### config.mk
export PLATFORM = sky130hd
export DESIGN_NAME = ps2_kbd_ctrl
export DESIGN_NICKNAME = d
export VERILOG_FILES = /design/src/rtl/ps2_kbd_ctrl.sv
export SDC_FILE = /design/constraint.sdc
export NUM_CORES = 1
export LEC_CHECK = 0
export BUFFER_PORTS_ARGS = -buffer_cell sky130_fd_sc_hd__buf_4
export CORE_MARGIN = 2
export CORE_UTILIZATION = 30
export DETAILED_ROUTE_END_ITERATION = 6
export SKIP_CTS_REPAIR_TIMING = 1
export SLEW_MARGIN = 5
export SYNTH_ARGS = -nofsm -noshare
export SYNTH_HDL_FRONTEND = slang
export SYNTH_SLANG_ARGS = --single-unit
export TNS_END_PERCENT = 100
### constraint.sdc
create_clock -name clk -period 5.2 [get_ports clk]
set_input_delay 0.52 -clock clk [delete_from_list [all_inputs] [get_ports clk]]
set_output_delay 0.52 -clock clk [all_outputs]
set_load 0.1 [all_outputs]
### src/rtl/ps2_kbd_ctrl.sv
// PS/2 keyboard scancode decoder with an event FIFO.
// Prefix bytes (E0, F0, E1 Pause sequence) are folded into one event per key.
// Each event is {code, ext, brk} and is queued for the consumer.
// Sticky error flags, a release counter and caps-lock tracking sit beside the queue.
module ps2_kbd_ctrl #(
    parameter int DEPTH = 8
) (
    input  logic       clk,
    input  logic       rst,
    input  logic       in_valid,
    input  logic [7:0] in_byte,
    input  logic       ev_pop,
    input  logic       clr_err,
    output logic       ev_valid,
    output logic [7:0] ev_code,
    output logic       ev_ext,
    output logic       ev_break,
    output logic [4:0] ev_count,
    output logic       overflow,
    output logic       proto_err,
    output logic [7:0] rel_cnt,
    output logic       caps_lock
);

    localparam int         PW      = (DEPTH > 1) ? $clog2(DEPTH) : 1;
    localparam logic [4:0] DEPTH_C = 5'(DEPTH);

    typedef enum logic [2:0] {
        ST_IDLE,
        ST_E0,
        ST_F0,
        ST_E0F0,
        ST_SKIP
    } state_t;

    state_t        state_q, state_d;
    logic [2:0]    skip_q, skip_d;
    logic [9:0]    fifo_mem_q [DEPTH];
    logic [PW-1:0] wr_ptr_q, wr_ptr_d;
    logic [PW-1:0] rd_ptr_q, rd_ptr_d;
    logic [4:0]    count_q, count_d;
    logic          overflow_q, overflow_d;
    logic          proto_err_q, proto_err_d;
    logic [7:0]    rel_cnt_q, rel_cnt_d;
    logic          caps_lock_q, caps_lock_d;
    logic          caps_held_q, caps_held_d;

    logic          dec_push;
    logic          dec_ext;
    logic          dec_brk;
    logic          proto_set;
    logic          is_status;
    logic          is_prefix;
    logic          do_push;
    logic          do_pop;
    logic          drop;
    logic [9:0]    head;

    // Bytes the keyboard sends as status/acks, never as key codes
    always_comb begin
        is_status = (in_byte == 8'h00) || (in_byte == 8'hAA) || (in_byte == 8'hEE) ||
                    (in_byte == 8'hFA) || (in_byte == 8'hFE) || (in_byte == 8'hFF);
        is_prefix = (in_byte == 8'hE0) || (in_byte == 8'hE1) || (in_byte == 8'hF0);
    end

    // Prefix decoder: walks the byte stream and emits at most one event per strobe
    always_comb begin
        state_d   = state_q;
        skip_d    = skip_q;
        dec_push  = 1'b0;
        dec_ext   = 1'b0;
        dec_brk   = 1'b0;
        proto_set = 1'b0;
        if (in_valid) begin
            unique case (state_q)
                ST_IDLE: begin
                    if (in_byte == 8'hE0) begin
                        state_d = ST_E0;
                    end else if (in_byte == 8'hF0) begin
                        state_d = ST_F0;
                    end else if (in_byte == 8'hE1) begin
                        state_d = ST_SKIP;
                        skip_d  = 3'd7;
                    end else if (!is_status) begin
                        dec_push = 1'b1;
                    end
                end
                ST_E0: begin
                    if (in_byte == 8'hF0) begin
                        state_d = ST_E0F0;
                    end else if (in_byte != 8'hE0) begin
                        dec_push = 1'b1;
                        dec_ext  = 1'b1;
                        state_d  = ST_IDLE;
                    end
                end
                ST_F0: begin
                    state_d = ST_IDLE;
                    if (is_prefix) begin
                        proto_set = 1'b1;
                    end else begin
                        dec_push = 1'b1;
                        dec_brk  = 1'b1;
                    end
                end
                ST_E0F0: begin
                    state_d = ST_IDLE;
                    if (is_prefix) begin
                        proto_set = 1'b1;
                    end else begin
                        dec_push = 1'b1;
                        dec_ext  = 1'b1;
                        dec_brk  = 1'b1;
                    end
                end
                ST_SKIP: begin
                    skip_d = skip_q - 3'd1;
                    if (skip_q <= 3'd1) begin
                        skip_d  = 3'd0;
                        state_d = ST_IDLE;
                    end
                end
                default: begin
                    state_d = ST_IDLE;
                    skip_d  = 3'd0;
                end
            endcase
        end
    end

    // Queue bookkeeping; a pop frees the slot so a full queue still accepts a push
    always_comb begin
        do_pop      = ev_pop && (count_q != 5'd0);
        do_push     = dec_push && ((count_q != DEPTH_C) || do_pop);
        drop        = dec_push && !do_push;
        wr_ptr_d    = do_push ? wr_ptr_q + PW'(1) : wr_ptr_q;
        rd_ptr_d    = do_pop ? rd_ptr_q + PW'(1) : rd_ptr_q;
        count_d     = count_q + {4'd0, do_push} - {4'd0, do_pop};
        overflow_d  = drop ? 1'b1 : (clr_err ? 1'b0 : overflow_q);
        proto_err_d = proto_set ? 1'b1 : (clr_err ? 1'b0 : proto_err_q);
        rel_cnt_d   = rel_cnt_q + {7'd0, dec_push && dec_brk};
    end

    // Caps-lock toggles once per physical press; typematic repeats keep caps_held set
    always_comb begin
        caps_lock_d = caps_lock_q;
        caps_held_d = caps_held_q;
        if (dec_push && !dec_ext && (in_byte == 8'h58)) begin
            if (dec_brk) begin
                caps_held_d = 1'b0;
            end else begin
                caps_held_d = 1'b1;
                if (!caps_held_q) begin
                    caps_lock_d = !caps_lock_q;
                end
            end
        end
    end

    // Control state registers with synchronous reset
    always_ff @(posedge clk) begin
        if (rst) begin
            state_q     <= ST_IDLE;
            skip_q      <= 3'd0;
            wr_ptr_q    <= '0;
            rd_ptr_q    <= '0;
            count_q     <= 5'd0;
            overflow_q  <= 1'b0;
            proto_err_q <= 1'b0;
            rel_cnt_q   <= 8'd0;
            caps_lock_q <= 1'b0;
            caps_held_q <= 1'b0;
        end else begin
            state_q     <= state_d;
            skip_q      <= skip_d;
            wr_ptr_q    <= wr_ptr_d;
            rd_ptr_q    <= rd_ptr_d;
            count_q     <= count_d;
            overflow_q  <= overflow_d;
            proto_err_q <= proto_err_d;
            rel_cnt_q   <= rel_cnt_d;
            caps_lock_q <= caps_lock_d;
            caps_held_q <= caps_held_d;
        end
    end

    // Event storage; contents need no reset because count_q gates visibility
    always_ff @(posedge clk) begin
        if (!rst && do_push) begin
            fifo_mem_q[wr_ptr_q] <= {in_byte, dec_ext, dec_brk};
        end
    end

    // Head presentation, forced to zero while the queue is empty
    always_comb begin
        head      = fifo_mem_q[rd_ptr_q];
        ev_valid  = (count_q != 5'd0);
        ev_code   = ev_valid ? head[9:2] : 8'h00;
        ev_ext    = ev_valid && head[1];
        ev_break  = ev_valid && head[0];
        ev_count  = count_q;
        overflow  = overflow_q;
        proto_err = proto_err_q;
        rel_cnt   = rel_cnt_q;
        caps_lock = caps_lock_q;
    end

endmodule

==> impl_metrics.json <==
{
  "rr_worst_depth": 12,
  "fin_cells": 603,
  "slew_viol_final": 0,
  "vias_per_cell": 4.841,
  "holdPathStages": 1,
  "crit_cells": 12,
  "synth_common_cells": "80 x edfxtp_1, 41 x nor2_1, 32 x dfxtp_1, 20 x mux4_2, 14 x mux2i_1",
  "gp_congestion": 0.8358,
  "synth_edf_count": 80,
  "grt_antenna_before_repair": 0,
  "period_needed_ns": 3.089,
  "path_common_cell": "nor2_1",
  "ctsLongestPathBuffers": 2,
  "synth_top_area_share": 0.4864,
  "hold_viol": 0,
  "max_slew.worst_pin.slew_ns": 1.085,
  "synth.cell_area_sq_um": 4938,
  "yosys.cell_count.top_type": "edfxtp_1",
  "clockRootBuffer": "clkbuf_16",
  "drive_gt1_frac": 0.2248,
  "first_pass_iters": 4,
  "wire_per_inst_um": 17.10,
  "cts.clk_slew.worst_paths_ns": 0.07,
  "cp.arrival_ns": 3.32,
  "cellPowerDensity_nw_per_um2": 505.2,
  "gr-total-overflow": 0,
  "max_freq_ghz": 0.3238,
  "rsz0062_at_grt": "false",
  "crit_path_end_kind": "flip-flop",
  "hold_path.class": "in -> reg",
  "detail-route-antenna-nets": 0,
  "rrSetupSlack_ns": 2.11,
  "die-area_sq_um": 17500,
  "setup-tns-final_ns": 0,
  "syn_to_final_growth_pct": 16.92,
  "yosysWarnings": 0,
  "synth_cells": 344,
  "async_reset_ff_frac": 0,
  "r2r_start": "ev_count[4]",
  "worst-path-buf-inv": 1,
  "n_fill_cell": 1589,
  "htree_levels": 3,
  "grt_pass1_vias": 3023,
  "fin_worst_skew_ns": 0.007519,
  "vdd_drop_max_v": 0.0004355,
  "ios": 40,
  "routed_wl_mm": 10.31,
  "finalCritPeriodShare": 0.5940,
  "ys_types": 58,
  "grt_max_degree": 36,
  "setup_viol": 0,
  "insertion_delay_ns": 0.35,
  "die_y_um": 132.3,
  "port_buffers": 39,
  "cts_tree": "done",
  "cts_buffers": 9,
  "cp.required_ns": 5.43,
  "drt_iter0_markers": 180,
  "cp_slowest_cell": "and2_1",
  "yosys.area.top_type": "edfxtp_1",
  "relSlewSlack": 0.2757,
  "clock-sinks": 112,
  "worstReg2RegEnd": "ev_count[4]",
  "syn_area_per_cell_sq_um": 14.36,
  "start_util": 0.3086,
  "row_count": 46,
  "cp_top_family": "simple AND/OR/NAND/NOR gates",
  "crit_path_end": "ev_count[4]",
  "layout.nets": 409,
  "critPathLaunchType": "flip-flop",
  "syn-num-nets": 370,
  "grt_pass1_wl_mm": 16.39,
  "crit_chain": "nor3_1 > and2_1 > inv_1 > nand2_1 > mux2_2 > ha_1 > fa_1 > a21oi_1 > nor2_1 > nor2_1 > xnor2_1 > nor2_1",
  "p_leak_uw": 0.001994,
  "num_vias": 2919,
  "status": "completed",
  "crit_type": "reg -> reg",
  "coreArea_sq_um": 16000,
  "postLayoutCoreUtil": 0.3609,
  "grtUsageTotal": 0.1222,
  "fin_hold_ws_ns": 0.4639,
  "p_total_uw": 2917,
  "synthTopCellsByArea": "edfxtp_1 49%, dfxtp_1 13%, mux4_2 9.1%, nor2_1 3.1%, ha_1 3.0%",
  "drv_cap": 0,
  "crit_fanout": 11,
  "slowest_delay_ns": 0.52,
  "dp.cells": 588,
  "dp_hpwl_mm": 6.716,
  "num_antenna_cells": 0,
  "route.detailed.drc": 0,
  "synth-seq-cells": 112,
  "setup.worst_path.start": "ev_count[4]",
  "ys.flop_type": "edfxtp_1",
  "yosysSeqAreaShare": 0.6162,
  "fp.dieW_um": 132.3
}
## metal layers
metal,vias to the layer above,share of wire,global-route usage
met5,-,0,0
met4,0,0.013,0.03763
met3,9,0.044,0.03576
met2,55,0.47,0.1988
met1,1466,0.47,0.1583
li1,1389,-,-
## worst min path at each step
stage,startpoint,to,slack (ns)
after floorplan,caps_held_q,caps_held_q,0.44
after global placement,caps_held_q,caps_held_q,0.45
after detailed placement,caps_held_q,caps_held_q,0.47
after CTS,in_byte[3],fifo_mem_q[7][5],0.46
after global routing,in_byte[3],fifo_mem_q[5][5],0.47
final,in_byte[3],fifo_mem_q[7][5],0.46
## final cells by class
cell class                      count  area [sq um]  share of cell area
Tap cell                          216         270.3             0.04680
Timing Repair Buffer               39         292.8             0.05070
Sequential cell                   112          3044              0.5272
Clock inverter                      6         98.84             0.01712
Inverter                            9         33.78            0.005850
Clock buffer                        9         225.2             0.03900
Multi-Input combinational cell    212          1809              0.3133
## state kept, by name, indices dropped and copies added (netlist names), named ones only
name         count
state_q          3
overflow         1
ev_count         5
wr_ptr_q         3
caps_lock        1
skip_q           3
fifo_mem_q      80
proto_err        1
caps_held_q      1
rel_cnt          8
rd_ptr_q         3
## worst reg2reg max path, cell delays in order, from the launching register on
cell and delay [ns]:
dfxtp_1 0.35, nor3_1 0.23, and2_1 0.52, inv_1 0.21, nand2_1 0.19, mux2_2 0.35, ha_1 0.22, fa_1 0.41
a21oi_1 0.17, nor2_1 0.05, nor2_1 0.11, xnor2_1 0.12, nor2_1 0.05
## logic make-up after synthesis
kind of cell | share of synthesized area
fa+ha+maj | 0.03446
compound gates | 0.06689
buf+inv | 0.01748
mux | 0.1272
xor+xnor | 0.02128
flops | 0.6162
simple gates | 0.1165
## where the power goes
group	switching [uW]	internal, uW
combinational	769	312
clock	319	428
sequential	87.6	1000
## cells in the final DEF, fill, tap and decap left out, drive strengths merged, types with 3 or more instances in the layout
cell,netlist,final
mux2i,14,14
inv,9,12
ha,12,12
and3,8,8
buf,7,39
xnor2,5,5
nor2b,11,11
a21oi,13,13
nor2,41,41
xor2,7,7
o21ai,6,6
nor3,6,6
and4,4,4
nand2b,5,5
nand3,11,11
mux2,3,3
and2,3,3
clkbuf,4,9
mux4,20,20
o21ba,3,3
nand2,6,6
dfxtp,32,32
edfxtp,80,80
## metrics by stage
step | setup slack (ns) | area [sq um]
final | 2.111 | 5774
after floorplan | 1.316 | 4938
after global routing | 1.890 | 5774
after CTS | 2.072 | 5774
after global placement | 2.006 | 5450
after detailed placement | 1.946 | 5450
No activity file was read; power rests on OpenSTA's default activity.
